===== src/rtl/xadc_drp_ctrl.sv =====
// -----------------------------------------------------------------------------
// xadc_drp_ctrl
//
// Bridges a simple user request interface to the XADC Dynamic Reconfiguration
// Port. While rd is held high, every end-of-conversion pulse becomes one DRP
// read of the converted channel. The result is returned on data_out together
// with a one-cycle valid strobe. A single-cycle wr request performs one DRP
// register write, and its completion is also signalled by valid. If drdy does
// not arrive in time, the access is abandoned and the controller returns to
// IDLE without raising valid.
//
// Optional build macro:
//   XADC_JTAG_LOCK_EN - while jtaglocked is high, new accesses are held off.
//                       Requests stay pending until the lock drops. Without
//                       the macro, jtaglocked is ignored.
//
// Ports:
//   clk        in   DRP/system clock; all logic runs on the rising edge
//   rst        in   asynchronous active-low reset
//   rd         in   level; while high, read each completed conversion
//   wr         in   single-cycle request to write data_in to addr
//   addr       in   DRP write address                    [ADDR_W]
//   data_in    in   DRP write data                       [DATA_W]
//   data_out   out  last DRP read result                 [DATA_W]
//   valid      out  one-cycle strobe when a read or a write completes
//   jtaglocked in   XADC JTAG lock status
//   busy       in   XADC busy; status only
//   drdy       in   DRP ready/acknowledge
//   eoc        in   end-of-conversion pulse
//   eos        in   end-of-sequence pulse; has no effect
//   channel    in   channel of the current conversion    [CH_W]
//   dout       in   DRP read data                        [DATA_W]
//   dwe        out  DRP write enable
//   den        out  DRP enable, one-cycle pulse per access
//   daddr      out  DRP address; holds between accesses  [ADDR_W]
//   din        out  DRP write data; holds between writes [DATA_W]
// -----------------------------------------------------------------------------
module xadc_drp_ctrl #(
  parameter int DATA_W  = 16,
  parameter int ADDR_W  = 7,
  parameter int CH_W    = 5,
  parameter int TIMEOUT = 255
) (
  input  logic              clk,
  input  logic              rst,
  input  logic              rd,
  input  logic              wr,
  input  logic [ADDR_W-1:0] addr,
  input  logic [DATA_W-1:0] data_in,
  output logic [DATA_W-1:0] data_out,
  output logic              valid,
  input  logic              jtaglocked,
  input  logic              busy,
  input  logic              drdy,
  input  logic              eoc,
  input  logic              eos,
  input  logic [CH_W-1:0]   channel,
  input  logic [DATA_W-1:0] dout,
  output logic              dwe,
  output logic              den,
  output logic [ADDR_W-1:0] daddr,
  output logic [DATA_W-1:0] din
);

  localparam int CNT_W = $clog2(TIMEOUT + 1);

  typedef enum logic [2:0] {
    IDLE, WAIT_EOC, RD_REQ, RD_WAIT, WR_REQ, WR_WAIT, DONE
  } state_t;

  state_t             state, state_nxt;
  logic [CNT_W-1:0]   counter;
  logic               lock;
  logic               ld_wr, ld_rd;
  logic               timed_out;

  // busy and eos are status-only inputs; they are gathered here so that they
  // are visibly consumed.
  logic unused_inputs;
  assign unused_inputs = &{1'b0, busy, eos, jtaglocked};

`ifdef XADC_JTAG_LOCK_EN
  assign lock = jtaglocked;
`else
  assign lock = 1'b0;
`endif

  // The counter holds the number of completed wait cycles. If drdy arrives on
  // the same cycle the counter reaches TIMEOUT, the access still completes.
  assign timed_out = (counter == CNT_W'(TIMEOUT));

  // Next-state logic. ld_wr and ld_rd mark the cycle on which a request is
  // accepted, so the address and data registers latch on that cycle only.
  always_comb begin
    // NOTE: every output of this block gets a default first; otherwise any
    // path that skips an assignment infers a latch.
    state_nxt = state;
    ld_wr     = 1'b0;
    ld_rd     = 1'b0;
    unique case (state)
      IDLE: begin
        // wr wins over rd. A locked wr stays in IDLE so it is not lost on the
        // way through WAIT_EOC, where wr is ignored.
        if (wr) begin
          if (!lock) begin
            ld_wr     = 1'b1;
            state_nxt = WR_REQ;
          end
        end else if (rd && eoc && !lock) begin
          ld_rd     = 1'b1;
          state_nxt = RD_REQ;
        end else if (rd) begin
          state_nxt = WAIT_EOC;
        end
      end
      WAIT_EOC: begin
        if (eoc && !lock) begin
          ld_rd     = 1'b1;
          state_nxt = RD_REQ;
        end else if (!rd) begin
          state_nxt = IDLE;
        end
      end
      RD_REQ:  state_nxt = RD_WAIT;
      WR_REQ:  state_nxt = WR_WAIT;
      RD_WAIT, WR_WAIT: begin
        if (drdy)           state_nxt = DONE;
        else if (timed_out) state_nxt = IDLE;
      end
      DONE:    state_nxt = IDLE;
      default: state_nxt = IDLE;
    endcase
  end

  // The DRP strobes and valid decode directly from the state register, so
  // each is exactly one cycle long and drops as soon as reset is applied.
  assign den   = (state == RD_REQ) || (state == WR_REQ);
  assign dwe   = (state == WR_REQ);
  assign valid = (state == DONE);

  // NOTE: sequential state uses non-blocking assignments so that every
  // register samples values from before the clock edge.
  always_ff @(posedge clk or negedge rst) begin
    if (!rst) begin
      state    <= IDLE;
      counter  <= '0;
      daddr    <= '0;
      din      <= '0;
      data_out <= '0;
    end else begin
      state <= state_nxt;

      if (state == RD_REQ || state == WR_REQ) begin
        counter <= '0;
      end else if (state == RD_WAIT || state == WR_WAIT) begin
        counter <= counter + 1'b1;
      end

      if (ld_wr) begin
        daddr <= addr;
        din   <= data_in;
      end else if (ld_rd) begin
        daddr <= ADDR_W'(channel);
      end

      if (state == RD_WAIT && drdy) begin
        data_out <= dout;
      end
    end
  end

endmodule


===== config.mk =====
export PLATFORM = sky130hd
export DESIGN_NAME = xadc_drp_ctrl
export DESIGN_NICKNAME = d
export VERILOG_FILES = /design/src/rtl/xadc_drp_ctrl.sv
export SDC_FILE = /design/constraint.sdc
export NUM_CORES = 1
export LEC_CHECK = 0
export BUFFER_PORTS_ARGS = -buffer_cell sky130_fd_sc_hd__buf_2
export CAP_MARGIN = 10
export CORE_MARGIN = 5
export CORE_UTILIZATION = 40
export DETAILED_ROUTE_END_ITERATION = 10
export HOLD_SLACK_MARGIN = 0.08
export PLACE_DENSITY = 0.79
export SLEW_MARGIN = 20
export SYNTH_ARGS = -nofsm -noshare
export SYNTH_HDL_FRONTEND = slang
export SYNTH_SLANG_ARGS = --single-unit

===== constraint.sdc =====
create_clock -name clk -period 2.9 [get_ports clk]
set_input_delay 0.145 -clock clk [delete_from_list [all_inputs] [get_ports clk]]
set_output_delay 0.145 -clock clk [all_outputs]
set_load 0.01 [all_outputs]

==> results of run 1 <==
==> cells by family after synthesis <==
kind of cell / after synthesis
buffers and inverters: 15
muxes: 16
and+or+nand+nor: 104
AOI/OAI and AO/OA: 31
xor gates and xnor gates: 1
adders and majority gates: 1
DFF: 50
==> per-layer routing <==
layer / routed length, um / vias up
met3: 523 / 11
met5: 0 / -
met1: 2411 / 979
li1: - / 1000
met2: 3075 / 86
met4: 119 / 0
==> worst max path at each step <==
stage / from / end
global route: state[1]$_DFFE_PN0P_ / daddr[3]$_DFFE_PN0P_
finish: state[1]$_DFFE_PN0P_ / daddr[0]$_DFFE_PN0P_
detailed placement: state[0]$_DFFE_PN0P_ / daddr[4]$_DFFE_PN0P_
CTS: state[1]$_DFFE_PN0P_ / daddr[0]$_DFFE_PN0P_
global placement: state[1]$_DFFE_PN0P_ / daddr[0]$_DFFE_PN0P_
floorplan: state[1]$_DFFE_PN0P_ / daddr[3]$_DFFE_PN0P_
==> stage by stage <==
step | hold WS (ns) | util [%] | power [W]
after floorplan | -0.1506 | - | 0.001944
after global placement | 0.3334 | 50.37 | 0.002349
after detailed placement | 0.1579 | 50.74 | 0.002419
after CTS | 0.08288 | 58.40 | 0.002871
after global routing | 0.08330 | 58.40 | 0.003078
final | 0.08302 | 58.40 | 0.002851
==> layout make-up <==
type                            count  share of cell area, %
Inverter                            2                 0.2335
Timing Repair Buffer              127                  25.53
Sequential cell                    50                  38.91
Tap cell                           72                  2.802
Clock inverter                      1                 0.1556
Clock buffer                        7                  2.685
Multi-Input combinational cell    153                  29.69
==> power breakdown <==
part           internal [W]  leakage, nW  switching [W]
Combinational      0.000550        0.960       0.000696
Clock              0.000193       0.0482       0.000215
Sequential         0.000991        0.628       0.000206
==> cells in the mapped netlist (4+ instances only) <==
| master | number |
|---|---|
| o2111ai_1 | 5 |
| nand2b_1 | 5 |
| dfrtp_1 | 50 |
| nand3_1 | 4 |
| and3_1 | 4 |
| nand2_1 | 72 |
| nor2_1 | 4 |
| buf_2 | 8 |
| mux2_2 | 14 |
| o211ai_1 | 7 |
| o21ai_0 | 6 |
==> critical path, delay by kind of cell, from the launching register on <==
kind | cells | cell delay (ns)
AOI/OAI and AO/OA | 1 | 0.10
and+or+nand+nor | 2 | 1.19
DFF | 1 | 0.57
==> flip-flops by register name (all words and copies together) (netlist names) <==
signal and count:
data_out 16, din 16, counter 8, daddr 7
state 3
==> metrics, run 1 <==
run status=complete, no violations; Post-synth EDFFs=0; most common cell after layout, fill and taps aside=buf_2; met2 Track Usage GR=30.16%; H-tree levels=2; r2r endpoint=daddr[0]$_DFFE_PN0P_; Post-CTS Setup Repair Bufs=0; Warnings, synthesis=0; nets=393; Setup Viol. Count Final=0; Post-synth ARST share=100.0%; DRT antenna net count=0; Clock Sinks=50; commonest register cell after synthesis=dfrtp_1; crit-path max FO=23; cts bufs inserted=5; GR peak layer=met2; die area=7284 um2; GRT Total Usage=17.30%; multiplexer share of the synthesized area=7.934%; area of the multi-input gates=954.7 um2; post-route cell area=3216 um2; GR Util met1=20.13%; maximum VDD drop=0.5424 mV; largest area contributor in the netlist=dfrtp_1; DRC violations left=0; Post-Route WL=6130 um; Hold Path Depth=3; Ant. Diodes=0; Synth Instances=218; largest family of logic cells by synthesized area=simple AND/OR/NAND/NOR gates; via count=2,076; hold buffers post-CTS=33; Slew HR=46.36%; Core Area=5507 um2; Cell Rows=27; Die H=85.35 um; most frequent cells in the layout=buf_2 (91), nand2_1 (72), dfrtp_1 (50); Congestion Overflow GR=0; Setup Skew=0.01070 ns; CP startpoint kind=flop; Post-Synth XOR/XNOR Area=0.7163%; area growth from synthesis to layout=41.60%; dpl cell area=2794 um2; WP data required=3.07 ns; # port buffers=91; vias in the first global route=2,190; IO Count=95; area share of the largest cell type after synthesis=55.10%; share of cells above drive strength 1=34.71%; Critical Path AT=2.15 ns; slowest stage delay, CP=0.97 ns; CTS tree=done; sequential area share after synthesis=55.10%; Slew @ Worst Pin=0.8046 ns; RSZ-0062 raised after global routing=false; initial antenna violation count=0; WS Path Type=reg2reg; Hold EP=daddr[3]$_DFFE_PN0P_; CP endpoint kind=flop; met3 GRT Util=4.951%; final hold viol count=0; Synth Area in Adders=0.5510%; Via density=5.039; Final Slew Violations=0; Synthesized Nets=272; Final Cycle Share=68.36%; P_leak=1.636 nW; wire length per cell=14.88 um; setup TNS after final layout=0 ns; Filler Cells Inserted=482; GP Congestion=0.6886; Syn Area/Cell=10.42 um2; fmax=0.5044 GHz; DR iter-0 viols=81; pre-CTS setup slack=0.9464 ns; register area=1251 um2; Non-Filler Instances=412; reg-to-reg slack, setup=0.92 ns; placed insts=371; largest net degree at the start of global routing=30; cell area after synthesis=2271 um2; setup ws final=0.9175 ns; clk_lat worst skew=0.30 ns; first-pass GRT wire length=10,140 um; worst path cell trace=or4b_1 > nand2_1 > o211ai_1; CTS Buffer Depth=2; Max Cap Viol=0; compound-gate portion of the synthesized area=10.41%; Synth cell types=40; simple-gate share of the synthesized area=22.04%; synth top area cells=dfrtp_1 (55%), nand2_1 (12%), mux2_2 (6.9%), o211ai_1 (2.3%), o2111ai_1 (1.9%); initial core utilization=41.24%; drt pass-1 iters=7; Die X=85.35 um; DP HPWL=4125 um; Root Buffer=clkbuf_8; reg2reg start=state[1]$_DFFE_PN0P_; Hold Path Class=in2reg; Post-CTS Resized=0; Worst Hold Launch=addr[3]; R2R cell count=3; PD cells=886.7 nW/um2; Yosys reg bits=50; Clock transition at path regs=0.09 ns; crit path max-delay cell type=or4b_1; crit path time final=1.982 ns
(Power assumes the default switching activity.)
==> run 2, diff against run 1 <==
ABC_AREA = 1   (was unset)
PLACE_DENSITY = 0.81   (was 0.79)
clock period = 1.63 ns   (was 2.9 ns; I/O delays follow)
==> run 2 against run 1 <==
Synthesized cell count grew 32%. Clock-buffer cell count is the same. Hold slack gained 0.012 ns. Largest power group unchanged. Clock power grew 76%. Maximum frequency grew 36%. Non-clock buffer count grew 7. Sequential power grew 73%. Combinational power grew 74%. First-iteration DRC count grew 89%. Final cell count grew 19%. Global-route usage shrank 0.95 points.
==> metrics, run 2 <==
run status=complete, no violations; Synth cell types=23; placed insts=446; Core Area=5540 um2; IO Count=95; Synthesized Nets=341; RSZ-0062 raised after global routing=false; setup TNS after final layout=0 ns; cell area after synthesis=2291 um2; via count=2,204; largest area contributor in the netlist=dfrtp_1; CP startpoint kind=flop; worst path cell trace=nor2_4 > nand3_4 > buf_4 > nand2_1 > nand2_1 > nand2_1 > o21ai_2; wire length per cell=11.87 um; maximum VDD drop=0.6110 mV; Ant. Diodes=0; most common cell after layout, fill and taps aside=nand2_1; first-pass GRT wire length=9701 um; hold buffers post-CTS=38; Final Slew Violations=0; area growth from synthesis to layout=43.75%; switching part of the total=40.23%; nets=473; Congestion Overflow GR=0; CP endpoint kind=flop; Post-synth top cells=nand2_1 (119), dfrtp_1 (50), inv_1 (38); Yosys reg bits=50; area of the multi-input gates=835.8 um2; initial core utilization=41.35%; Post-synth ARST share=100.0%; clk_lat worst skew=0.29 ns; GP Congestion=0.8005; area share of the largest cell type after synthesis=54.61%; sequential area share after synthesis=54.61%; slowest stage delay, CP=0.44 ns; P_int=0.002973 W; P_leak=1.876 nW; final hold viol count=0; clock network fraction of total power=14.4%; crit-path max FO=20; Critical Path AT=1.64 ns; Post-CTS Setup Repair Bufs=0; Syn Area/Cell=7.982 um2; crit path time final=1.462 ns; Sequential Power Share=41.9%; commonest register cell after synthesis=dfrtp_1; PD cells=1511 nW/um2; most frequent cells in the layout=nand2_1 (119), buf_2 (91), dfrtp_1 (50); # port buffers=91; Slew HR=75.57%; Final Cycle Share=89.71%; crit-path most repeated cell=nand2_1; initial antenna violation count=0; Setup Skew=0.009514 ns; DR iter-0 viols=153; Clock Sinks=50; fmax=0.6838 GHz; Non-Filler Instances=492; Post-Route WL=5838 um; DP HPWL=4022 um; Filler Cells Inserted=495; Post-CTS Resized=0; DRT antenna net count=0; cts bufs inserted=5; switching pwr=0.002002 W; WS Path Type=reg2reg; synth top area cells=dfrtp_1 (55%), nand2_1 (19%), inv_1 (6.2%), o21ai_0 (5.5%), nand3_1 (2.8%); combinational share of power=43.7%; DRC violations left=0; Cell Rows=27; Worst Path Buf+Inv=1; crit path max-delay cell type=dfrtp_1; Via density=4.480; die area=7341 um2; Clock transition at path regs=0.09 ns; drt pass-1 iters=4; Die H=85.68 um; Synth Instances=287; CTS tree=done; share of cells above drive strength 1=26.67%; Setup Viol. Count Final=0; CP delay by family, top=simple AND/OR/NAND/NOR gates; Slew @ Worst Pin=0.3665 ns; Max Cap Viol=0; Post-synth EDFFs=0; Root Buffer=clkbuf_8; vias in the first global route=2,223; CTS Buffer Depth=2; register area=1251 um2; largest net degree at the start of global routing=33; most numerous cell in the Yosys netlist=nand2_1; Hold Path Class=in2reg; H-tree levels=2; WP data required=1.81 ns; Largest regs=data_out (16), din (16), counter (8); Die X=85.68 um; Warnings, synthesis=0; GRT Total Usage=16.36%
## run 2: cell types whose count changed after synthesis, moves of 7 or more
| cell | delta |
|---|---|
| nand2_1 | +47 |
| inv_1 | +36 |
| o21ai_0 | +19 |
| mux2_2 | -14 |
| nand3_1 | +9 |
| nor2_1 | +9 |
| o211ai_1 | -7 |
## run 2: area by class of cell
| type | count | area share [%] |
|---|---|---|
| Clock buffer | 7 | 2.622 |
| Clock inverter | 1 | 0.1520 |
| Inverter | 40 | 4.597 |
| Multi-Input combinational cell | 188 | 25.38 |
| Sequential cell | 50 | 37.99 |
| Tap cell | 72 | 2.736 |
| Timing Repair Buffer | 134 | 26.52 |
## run 2: routing by layer
| metal | track usage, % | part of all wire (%) | vias up |
|---|---|---|---|
| li1 | - | - | 1138 |
| met4 | 6.331 | 2.1 | 0 |
| met5 | 0 | 0 | - |
| met2 | 29.10 | 51 | 62 |
| met1 | 18.55 | 41 | 991 |
| met3 | 4.515 | 5.4 | 13 |
## run 2: logic make-up after synthesis
family | synth area share [%]
flops | 54.61
fa+ha+maj | 0.5461
simple gates | 28.29
buf+inv | 8.902
xor+xnor | 0.7647
compound gates | 6.881
## run 2: power by group through the flow
stage | registers (W) | clock network (W) | logic [W]
floorplan | 0.00227 | 0 | 0.00114
global placement | 0.00208 | 0 | 0.00205
detailed placement | 0.00210 | 0 | 0.00212
CTS | 0.00208 | 0.000753 | 0.00219
global route | 0.00215 | 0.000794 | 0.00243
finish | 0.00208 | 0.000717 | 0.00217
## run 2: through the flow
| stage | utilization, % | hold WS (ns) | area (um2) | worst slack, ns | power [W] |
|---|---|---|---|---|---|
| 5_1_grt | 59.44 | 0.1178 | 3293 | 0.05644 | 0.005373 |
| 6_report | 59.44 | 0.09546 | 3293 | 0.1677 | 0.004975 |
| 2_1_floorplan | - | -0.2141 | 2291 | 0.3544 | 0.003409 |
| 4_1_cts | 59.44 | 0.08210 | 3293 | 0.1591 | 0.005024 |
| 3_3_place_gp | 50.93 | 0.02073 | 2821 | 0.2256 | 0.004131 |
| 3_5_place_dp | 50.93 | 0.02649 | 2821 | 0.2110 | 0.004216 |
## run 2: worst reg2reg max path, cell delays in order (launching register included)
cell and delay, ns:
dfrtp_1 0.44, nor2_4 0.27, nand3_4 0.14, buf_4 0.23, nand2_1 0.09, nand2_1 0.06
nand2_1 0.07, o21ai_2 0.06
## run 2: worst paths after layout
kind	from	end	slack [ns]	depth (start not counted)
max in group asynchronous	rst	din[10]$_DFFE_PN0P_	0.77	3
max	state[2]$_DFFE_PN0P_	daddr[4]$_DFFE_PN0P_	0.17	7
max reg2reg	state[2]$_DFFE_PN0P_	daddr[4]$_DFFE_PN0P_	0.17	7
min reg2reg	din[0]$_DFFE_PN0P_	din[0]$_DFFE_PN0P_	0.48	2
min in group asynchronous	rst	data_out[4]$_DFFE_PN0P_	0.22	2
min	channel[2]	daddr[2]$_DFFE_PN0P_	0.1	5
==> run 3, diff against run 2 <==
CELL_PAD_IN_SITES_DETAIL_PLACEMENT = 1   (was unset)
CELL_PAD_IN_SITES_GLOBAL_PLACEMENT = 2   (was unset)
CORE_UTILIZATION = 23   (was 40)
PLACE_DENSITY = 0.84   (was 0.81)
==> run 3 against run 2 <==
Combinational power grew 4%. Sequential share of layout area shrank 1.6 points. Final cell count grew 13%. Largest cell class unchanged. First-iteration DRC count shrank 70%. Critical endpoint is now counter[3]$_DFFE_PN0P_. Clock-buffer cell count shrank 1. Clock power grew 26%. Core utilization shrank 24 points.
==> metrics, run 3 (same netlist as run 2, synthesis figures left out) <==
Worst Hold Launch=channel[3]; # port buffers=91; cts bufs inserted=5; GP Congestion=0.7005; Util after Layout=35.29%; maximum VDD drop=0.6362 mV; setup ws final=0.1550 ns; CP delay by family, top=flip-flops; DR iter-0 viols=46; Filler Cells Inserted=1,229; R2R cell count=6; crit path time final=1.475 ns; Via density=4.101; Clock transition at path regs=0.10 ns; Pwr Total=0.005249 W; via count=2,280; Post-Route WL=7000 um; initial core utilization=23.55%; Die X=109.8 um; GRT Total Usage=12.09%; most common cell after layout, fill and taps aside=nand2_1; RSZ-0062 raised after global routing=false; Root Buffer=clkbuf_8; Hold Path Depth=5; CP startpoint kind=flop; die area=12,060 um2; final hold viol count=0; clk_lat worst skew=0.30 ns; crit path max-delay cell type=dfrtp_1; Setup Skew=0.005495 ns; worst path cell trace=inv_2 > nand3_1 > inv_1 > nor2_2 > nand2_1 > o21ai_0; crit-path max FO=8; wire length per cell=12.59 um; reg2reg start=state[0]$_DFFE_PN0P_; CTS Buffer Depth=2; Worst path depth=6; Worst Setup SP=state[0]$_DFFE_PN0P_; DP HPWL=4704 um; Clock Sinks=50; Slew HR=80.22%; nets=476; IO Count=95; Critical Path AT=1.69 ns; PD cells=1529 nW/um2; CP endpoint kind=flop; Slew @ Worst Pin=0.2967 ns; Final Slew Violations=0; WP data required=1.84 ns; vias in the first global route=2,418; largest net degree at the start of global routing=51; WHS=0.09029 ns; Worst Path Buf+Inv=2; share of cells above drive strength 1=26.78%; DRT antenna net count=0; CTS tree=done; WS Path Type=reg2reg; Final Cycle Share=90.49%; initial antenna violation count=0; first-pass GRT wire length=11,470 um; H-tree levels=2; P_leak=1.904 nW; Hold Path Class=in2reg; run status=complete, no violations; setup TNS after final layout=0 ns; Cell Rows=36; pre-CTS setup slack=0.1047 ns; most frequent cells in the layout=nand2_1 (119), buf_2 (91), dfrtp_1 (50); fmax=0.6780 GHz; Core Area=9729 um2; Largest regs=data_out (16), din (16), counter (8); area growth from synthesis to layout=49.86%; drt pass-1 iters=4; DRC violations left=0; Setup Viol. Count Final=0; Die H=109.8 um; slowest stage delay, CP=0.51 ns; Max Cap Viol=0; Congestion Overflow GR=0
-- run 3: changes by cell type in the layout (fill, tap and decap cells not counted) --
cell           change
bufinv_16          +1
buf_12             +1
dlygate4sd3_1      +2
diode_2            +1
clkbuf_1           -1
clkinv_2           -1
-- run 3: where the power goes --
| part | switching, W | internal [W] |
|---|---|---|
| clock | 0.000414 | 0.000492 |
| combinational | 0.00134 | 0.000914 |
| sequential | 0.000334 | 0.00175 |
| total | 0.00209 | 0.00316 |
-- run 3: cell type report --
type	instances	area, um2	area share [%]
multi-input cells	188	835.8	24.34
flip-flops and latches	50	1251	36.44
well taps	133	166.4	4.847
clock buffers	6	82.58	2.405
repair buffers	137	913.4	26.60
diodes	1	2.502	0.07289
clock inverters	1	30.03	0.8746
inverters	40	151.4	4.410
-- run 3: worst paths after layout --
kind,to,slack (ns)
min,daddr[3]$_DFFE_PN0P_,0.09
min reg2reg,din[7]$_DFFE_PN0P_,0.48
max in group asynchronous,counter[3]$_DFFE_PN0P_,1.04
max,counter[3]$_DFFE_PN0P_,0.16
min in group asynchronous,din[8]$_DFFE_PN0P_,0.32
max reg2reg,counter[3]$_DFFE_PN0P_,0.16
-- run 3: layer usage --
metal | wire length (um) | global-route usage (%) | vias up
li1 | - | - | 1139
met1 | 2942 | 14.22 | 1078
met2 | 3615 | 21.40 | 56
met3 | 377 | 3.582 | 7
met4 | 65 | 3.028 | 0
met5 | 0 | 0 | -
-- run 3: what timing repair did --
item / 4_1_cts / 5_1_grt
buffers inserted: 0 / 2
resized for setup: 0 / 0
endpoints found under the hold margin: 87 / 0
endpoints found under the setup margin: 0 / 11
hold buffers: 40 / 0
-- run 3: per-stage QoR --
stage | cells | cell area [um2]
after floorplan | 287 | 2291
after global placement | 506 | 2903
after detailed placement | 506 | 2903
after CTS | 553 | 3416
after global routing | 555 | 3431
final | 556 | 3433
-- run 3: tightest hold or removal path: cells and delay by family --
family | cells | cell delay [ns]
and+or+nand+nor | 3 | 0.15
buffers and inverters | 1 | 0.07
AOI/OAI and AO/OA | 1 | 0.05
